==> src/rtl/seg7_scan_if.sv <==
// Frame load handshake between the pattern producer and the seven-segment scan driver.
// The producer offers a four-digit frame; the driver accepts it whenever ready is high.
interface seg7_scan_if;
    logic        load;
    logic [31:0] seg_in;
    logic [3:0]  dig_en_in;
    logic        ready;

    modport master (
        output load,
        output seg_in,
        output dig_en_in,
        input  ready
    );

    modport slave (
        input  load,
        input  seg_in,
        input  dig_en_in,
        output ready
    );
endinterface

==> src/rtl/seg7_scan_driver.sv <==
// Four-digit common-anode seven-segment scan driver.
// It double-buffers the frame, blanks the anodes at each digit change and swaps frames only at frame end.
module seg7_scan_driver #(
    parameter int DIG_CYCLES   = 100000,
    parameter int BLANK_CYCLES = 1000
) (
    input  logic       clk,
    input  logic       rst_n,
    seg7_scan_if.slave bus,
    output logic [3:0] an,
    output logic [7:0] seg,
    output logic       frame_done
);
    localparam int CW = (DIG_CYCLES > 2) ? $clog2(DIG_CYCLES) : 1;
    localparam logic [CW-1:0] CNT_LAST  = CW'(DIG_CYCLES - 1);
    localparam logic [CW-1:0] CNT_BLANK = CW'(BLANK_CYCLES);

    logic [CW-1:0] cnt, cnt_nxt;
    logic [1:0]    dig, dig_nxt;
    logic [31:0]   act_seg, act_seg_nxt, pend_seg;
    logic [3:0]    act_en, act_en_nxt, pend_en;
    logic          pend_v;
    logic          frame_end, take, drive;
    logic [3:0]    an_nxt;
    logic [7:0]    seg_nxt;

    assign bus.ready = ~pend_v;

    always_comb begin
        frame_end   = (dig == 2'd3) && (cnt == CNT_LAST);
        take        = bus.load && !pend_v;
        cnt_nxt     = (cnt == CNT_LAST) ? '0 : cnt + 1'b1;
        dig_nxt     = (cnt == CNT_LAST) ? dig + 2'd1 : dig;
        act_seg_nxt = act_seg;
        act_en_nxt  = act_en;
        if (frame_end && pend_v) begin
            act_seg_nxt = pend_seg;
            act_en_nxt  = pend_en;
        end else if (frame_end && take) begin
            act_seg_nxt = bus.seg_in;
            act_en_nxt  = bus.dig_en_in;
        end
        // Outputs are decoded from next state so the flops match the counters.
        drive   = (cnt_nxt >= CNT_BLANK) && act_en_nxt[dig_nxt];
        an_nxt  = drive ? ~(4'b0001 << dig_nxt) : 4'hF;
        seg_nxt = drive ? act_seg_nxt[{dig_nxt, 3'b000} +: 8] : 8'hFF;
    end

    always_ff @(posedge clk or negedge rst_n) begin
        if (!rst_n) begin
            cnt        <= '0;
            dig        <= 2'd0;
            act_seg    <= 32'hFFFF_FFFF;
            act_en     <= 4'h0;
            pend_seg   <= 32'hFFFF_FFFF;
            pend_en    <= 4'h0;
            pend_v     <= 1'b0;
            an         <= 4'hF;
            seg        <= 8'hFF;
            frame_done <= 1'b0;
        end else begin
            cnt        <= cnt_nxt;
            dig        <= dig_nxt;
            act_seg    <= act_seg_nxt;
            act_en     <= act_en_nxt;
            an         <= an_nxt;
            seg        <= seg_nxt;
            frame_done <= frame_end;
            if (frame_end) begin
                pend_v <= 1'b0;
            end else if (take) begin
                pend_seg <= bus.seg_in;
                pend_en  <= bus.dig_en_in;
                pend_v   <= 1'b1;
            end
        end
    end
endmodule

==> src/flat_wrapper.sv <==
// flat-port wrapper written by rule: the top's interface ports become plain ports
module seg7_scan_driver_flat 
#(
    parameter int DIG_CYCLES   = 100000,
    parameter int BLANK_CYCLES = 1000
)
  (clk, rst_n, an, seg, frame_done, bus_load, bus_seg_in, bus_dig_en_in, bus_ready);
  seg7_scan_if bus_i ();
  input  logic clk;
  input  logic rst_n;
  output logic [3:0] an;
  output logic [7:0] seg;
  output logic frame_done;
  input wire logic [$bits(bus_i.load)-1:0] bus_load;
  input wire logic [$bits(bus_i.seg_in)-1:0] bus_seg_in;
  input wire logic [$bits(bus_i.dig_en_in)-1:0] bus_dig_en_in;
  output wire logic [$bits(bus_i.ready)-1:0] bus_ready;
  assign bus_i.load = bus_load;
  assign bus_i.seg_in = bus_seg_in;
  assign bus_i.dig_en_in = bus_dig_en_in;
  assign bus_ready = bus_i.ready;
  seg7_scan_driver #(.DIG_CYCLES(DIG_CYCLES), .BLANK_CYCLES(BLANK_CYCLES)) u_core (.clk(clk), .rst_n(rst_n), .bus(bus_i), .an(an), .seg(seg), .frame_done(frame_done));
endmodule
==> config.mk <==
export PLATFORM = sky130hd
export DESIGN_NAME = seg7_scan_driver_flat
export DESIGN_NICKNAME = d
export VERILOG_FILES = /design/src/rtl/seg7_scan_if.sv /design/src/rtl/seg7_scan_driver.sv /design/src/flat_wrapper.sv
export SDC_FILE = /design/constraint.sdc
export NUM_CORES = 1
export LEC_CHECK = 0
export CORE_MARGIN = 4
export CORE_UTILIZATION = 29
export CTS_BUF_LIST = sky130_fd_sc_hd__clkbuf_4 sky130_fd_sc_hd__clkbuf_8
export CTS_CLUSTER_SIZE = 24
export DETAILED_ROUTE_END_ITERATION = 10
export GPL_TIMING_DRIVEN = 1
export PLACE_DENSITY = 0.43
export RECOVER_POWER = 50
export SLEW_MARGIN = 10
export SYNTH_ARGS = -nofsm -noshare
export SYNTH_HDL_FRONTEND = slang
export SYNTH_SLANG_ARGS = --single-unit
==> constraint.sdc <==
create_clock -name clk -period 3.3 [get_ports clk]
set_input_delay 0.66 -clock clk [delete_from_list [all_inputs] [get_ports clk]]
set_output_delay 0.66 -clock clk [all_outputs]
set_load 0.01 [all_outputs]
== After elaboration in Yosys (flattened, before gate mapping) ==
Index checks and enable logic that the tools add are counted.

* Word-level logic and storage cells: 41
* Bits in registers: 105
* Output and inout port bits: 14

* Bitwise operators: 3
* $lt $le $gt $ge: 2
* Add/subtract/negate cells: 2
* Eq/ne operators: 2
* Reductions and logical operators: 8
* Shift operators: 2
* Multiplexer cells: 12

{| class="wikitable"
|+ Operators by type and width
! kind !! number
|-
| two-way mux 32 bit || 2
|-
| variable part select 32 x 6 -> 8 bit || 1
|-
| adder 17 x 1 -> 17 bit (second input constant) || 1
|-
| == test 17 bit (second input constant) || 1
|-
| >= comparator 17 x 10 -> 1 bit (second input constant) || 1
|-
| two-way mux 17 bit || 1
|-
| two-way mux 4 bit || 3
|-
| two-way mux 8 bit || 1
|-
| logical AND 1 bit || 5
|-
| NOT 4 bit || 1
|-
| << shifter 1 x 2 -> 4 bit (first input constant) || 1
|-
| less-than comparator 2 x 3 -> 1 bit (second input constant) || 1
|-
| two-way mux 1 bit || 3
|-
| adder 2 x 1 -> 2 bit (second input constant) || 1
|-
| binary-select mux 1 bit (select 2 bit) || 1
|-
| == test 2 bit (second input constant) || 1
|-
| two-way mux 2 bit || 1
|-
| NOT 1 bit || 2
|-
| AND reduction 2 bit || 1
|-
| nonzero test 2 bit || 1
|-
| zero test 1 bit || 1
|}

== Logic depth before layout (Yosys ltp) ==
* Word-level depth: 9
* Mapped depth: 12
* Gate-level depth less buffers: 8

== Worst setup path after synthesis ==
Ideal clock, no wire load.

* Path kind: input to register
* Start point: input bus_load
* End point: register u_core.seg[2]
* Slack: 0.973 ns
* Data arrival time: 2.224 ns
* Cell stages on the path: 10
* Cell sequence: and3b_1 > clkbuf_1 > nor2_1 > or3_1 > buf_2 > buf_6 > o2bb2ai_2 > a221oi_1 > and4_1 > nand3_1

{| class="wikitable"
|+ RTL lines
! item !! RTL line !! RTL
|-
| start, declared || flat_wrapper.sv:14 || <nowiki>input wire logic [$bits(bus_i.load)-1:0] bus_load;</nowiki>
|-
| logical AND 1 bit || seg7_scan_driver.sv:31 || <nowiki>take = bus.load && !pend_v;</nowiki>
|-
| logical AND 1 bit || seg7_scan_driver.sv:39 || <nowiki>end else if (frame_end && take) begin</nowiki>
|-
| two-way mux 32 bit || seg7_scan_driver.sv:39 ||
|-
| two-way mux 32 bit || seg7_scan_driver.sv:36 || <nowiki>if (frame_end && pend_v) begin</nowiki>
|-
| net u_core.act_seg_nxt[18] || seg7_scan_driver.sv:20 || <nowiki>logic [31:0] act_seg, act_seg_nxt, pend_seg;</nowiki>
|-
| variable part select 32 x 6 -> 8 bit || seg7_scan_driver.sv:46 || <nowiki>seg_nxt = drive ? act_seg_nxt[{dig_nxt, 3'b000} +: 8] : 8'hFF;</nowiki>
|-
| two-way mux 8 bit || seg7_scan_driver.sv:46 ||
|-
| net u_core.seg_nxt[2] || seg7_scan_driver.sv:25 || <nowiki>logic [7:0] seg_nxt;</nowiki>
|-
| end signal, assigned || seg7_scan_driver.sv:67 || <nowiki>seg <= seg_nxt;</nowiki>
|-
| end, declared || seg7_scan_driver.sv:11 || <nowiki>output logic [7:0] seg,</nowiki>
|}

The timed path passes the listed nets, and every way through them passes these cells. The select of a mux whose other input is x is not followed.
A chain may end at the register's enable or synchronous reset.

== Worst setup path in the final report ==
* Start point: register u_core.cnt[0]
* End point: register u_core.seg[6]

* Cells in the longest elaborated chain, start to end: 9

{| class="wikitable"
|+ RTL lines
! item !! RTL line !! RTL
|-
| start, declared || seg7_scan_driver.sv:18 || <nowiki>logic [CW-1:0] cnt, cnt_nxt;</nowiki>
|-
| start signal, assigned || seg7_scan_driver.sv:62 || <nowiki>cnt <= cnt_nxt;</nowiki>
|-
| branches (longest 8 deep; another with adder 17 x 1 -> 17 bit) || -- ||
|-
| two-way mux 8 bit (*) || seg7_scan_driver.sv:46 ||
|-
| net u_core.seg_nxt[6] || seg7_scan_driver.sv:25 ||
|}

Mark *: on every way through the listed nets, which the timed path passes. The select of a mux whose other input is x is not followed.

==> metrics.txt <==
Setup TNS=0 ns; Starting Density=0.298; Clk Latency, worst-skew pair=0.39 ns; leakage power=0.00220 uW; post-CTS setup buffer count=0; clock buffer depth=2; CP top delay family=compound AO/OA/AOI/OAI gates; Psw=559 uW; Layout Nets=540; setup ws final=0.434 ns; leading area contributor after synthesis=dfstp_2; CP Data Required Time=3.58 ns; CTS buffer count=9; adder-cell share of the synthesized area=0.00480; Synth top cells by count=76 x dfstp_2, 39 x mux2_2, 29 x dfrtp_1, 29 x nand2_1, 29 x nand3_1; port bufs=52; Setup Skew=0.0203 ns; Die X=142 um; fmax=349 MHz; clock root cell=clkbuf_8; drt wl/cell=17.7 um; antenna violations before repair=0; Crit path largest cell delay=0.48 ns; routed vias/inst=5.17; Critical Path AT=3.15 ns; GR Util met3=0.0370; post-synth top area share=0.383; combinational group share of total power=0.053; maxcap violations=0; combinational family with the most area after synthesis=compound AO/OA/AOI/OAI gates; Syn Area/Cell=11.3 sq um; critical path capture point type=flip-flop; pre-CTS WS=0.220 ns; critical path, cell by cell=ha_1, nand4_4, or2_2, buf_4, o221ai_1, a41oi_1, o31a_1, o2111ai_1; Final setup viols=0; diode count=0; top_reg_cell synth=dfstp_2; Final Routed Wirelength=12900 um; GR Util All Layers=0.133; Hold Fails Final Rpt=0; hold buffers post-CTS=0; most instantiated library cell after synthesis=dfstp_2; row count=48; Synth Net Count=501; Hold WC Path Type=in2async; grt total ovfl=0; Via Count=3767; post-synthesis mux area share=0.0922; worst-margin pin slew=1.27 ns; cts repair resizes=0; fillers=1695; routability cong.=0.820; Synth Cell Area=5210 sq um; crit-path max FO=51; number of synthesized flops with an enable pin=0; Slew HR=0.153; area share of xor/xnor cells in the synthesized design=0.0286; maximum vdd drop=0.000204 V; Ports=53; Slowest-stage cell, CP=o31a_1; DR iter-0 viols=191; Clock power frac=0.375; unique cell type count in the Yosys netlist=59; clock transition at the registers of the reported paths=0.11 ns; post-layout min period=2.87 ns; H-tree depth=3; Setup CP Type=reg2reg; post-synthesis sequential area ratio=0.523; CP bufs+invs=1; Synth area leaders=dfstp_2 38%, dfrtp_1 14%, mux2_2 8.4%; Worst Hold Slack=0.333 ns; complex-gate fraction of the synthesized area=0.181; met1 Resource Use GR=0.175; Post-DRT Antenna Nets=0; share of cells above drive strength 1=0.312; Clock Sinks=105; Core Area=17500 sq um; gr busiest metal=met2; Syn. warnings=0; sw frac=0.228; CTS tree=built; Vert. Die Dim=142 um; first-pass GRT wire length=21400 um; Yosys reg bits=105; Synth Instances=460; Post-Synth Simple-Gate Area=0.137; largest net degree at the start of global routing=92; Post-synth ARST share=1.00; pwr dens=396 nW/um^2; post-detail-place hpwl=8830 um; drt drc=0; Syn-to-layout area delta=18.5%; final count of pins violating max slew=0; vias in the first global route=3924; RSZ-0062 raised after global routing=false; first drt pass iteration count=6; Worst Setup Start Kind=flip-flop; fin crit share=0.868; die area=20200 sq um; internal power=1890 uW; status=finished clean; M2 GR Usage=0.221; part of the power in registers=0.571
-- layer usage --
layer / part of all wire / vias up
met5: 0 / -
met4: 0.0096 / 0
met3: 0.037 / 8
met2: 0.49 / 59
met1: 0.46 / 1890
li1: - / 1810
-- worst register-to-register path, cell delays in order, from the launching register on --
cell       delay, ns
dfrtp_1         0.42
ha_1            0.32
nand4_4         0.19
or2_2           0.25
buf_4           0.47
o221ai_1        0.18
a41oi_1         0.27
o31a_1          0.48
o2111ai_1       0.18
-- worst paths after layout --
check                                endpoint  cells after the start  slack, ns                from
max                             u_core.seg[6]                      8       0.43       u_core.cnt[0]
min reg2reg                u_core.act_seg[15]                      2       0.49  u_core.act_seg[15]
max in group asynchronous    u_core.act_en[2]                      2       1.15               rst_n
max reg2reg                     u_core.seg[6]                      8       0.43       u_core.cnt[0]
min                         u_core.frame_done                      1       0.33               rst_n
min in group clk           u_core.act_seg[15]                      2       0.49  u_core.act_seg[15]
-- power groups by stage --
stage | Combinational (uW) | Sequential [uW] | Clock, uW
floorplan | 50.2 | 1410 | 0
detailed placement | 137 | 1420 | 0
global route | 146 | 1410 | 1020
finish | 130 | 1400 | 919
global placement | 135 | 1420 | 0
CTS | 138 | 1400 | 963
-- through the flow --
stage / instances / util / power [uW] / area, sq um
3_3_place_gp: 713 / 0.341 / 1550 / 5970
2_1_floorplan: 460 / - / 1460 / 5210
4_1_cts: 729 / 0.354 / 2500 / 6190
3_5_place_dp: 713 / 0.341 / 1560 / 5970
6_report: 729 / 0.353 / 2450 / 6180
5_1_grt: 729 / 0.353 / 2570 / 6180
-- placed cells by master, fill, tap and decap left out, types with 5 or more instances in the layout --
| cell | n |
|---|---|
| dfstp_2 | 76 |
| clkdlybuf4s50_1 | 51 |
| mux2_2 | 39 |
| nand2_1 | 29 |
| nand3_1 | 29 |
| dfrtp_1 | 29 |
| a22oi_1 | 27 |
| a22o_1 | 20 |
| o21ai_0 | 18 |
| nor2_1 | 16 |
| buf_4 | 12 |
| a21oi_1 | 11 |
| xnor2_1 | 10 |
| o2bb2ai_1 | 10 |
| and3_1 | 9 |
| nand4_1 | 9 |
| clkbuf_8 | 9 |
| xor2_1 | 7 |
| o311ai_0 | 6 |
| o31ai_1 | 6 |
| nor3_1 | 5 |
-- kinds of logic after synthesis --
logic type / Yosys count
adder cells (fa/ha/maj): 2
multiplexers: 43
buffers and inverters: 41
AO/OA/AOI/OAI: 125
XOR/XNOR: 17
AND/OR/NAND/NOR: 127
flip-flops: 105
-- sequential cells by signal, indices dropped and copies added (netlist names) --
| register | flops |
|---|---|
| u_core.an | 4 |
| u_core.pend_seg | 32 |
| u_core.pend_en | 4 |
| u_core.cnt | 17 |
| u_core.seg | 8 |
| u_core.pend_v | 1 |
| u_core.act_seg | 32 |
| u_core.dig | 2 |
| u_core.frame_done | 1 |
| u_core.act_en | 4 |
-- area by class of cell --
class | instances | area, sq um | area share
flip-flops and latches | 105 | 2720 | 0.441
inverters | 4 | 15.0 | 0.00243
repair buffers | 65 | 612 | 0.0991
clock buffers | 9 | 124 | 0.0201
clock inverters | 7 | 101 | 0.0164
well taps | 225 | 282 | 0.0456
multi-input cells | 314 | 2320 | 0.376
No activity file was read; power rests on OpenSTA's default activity.
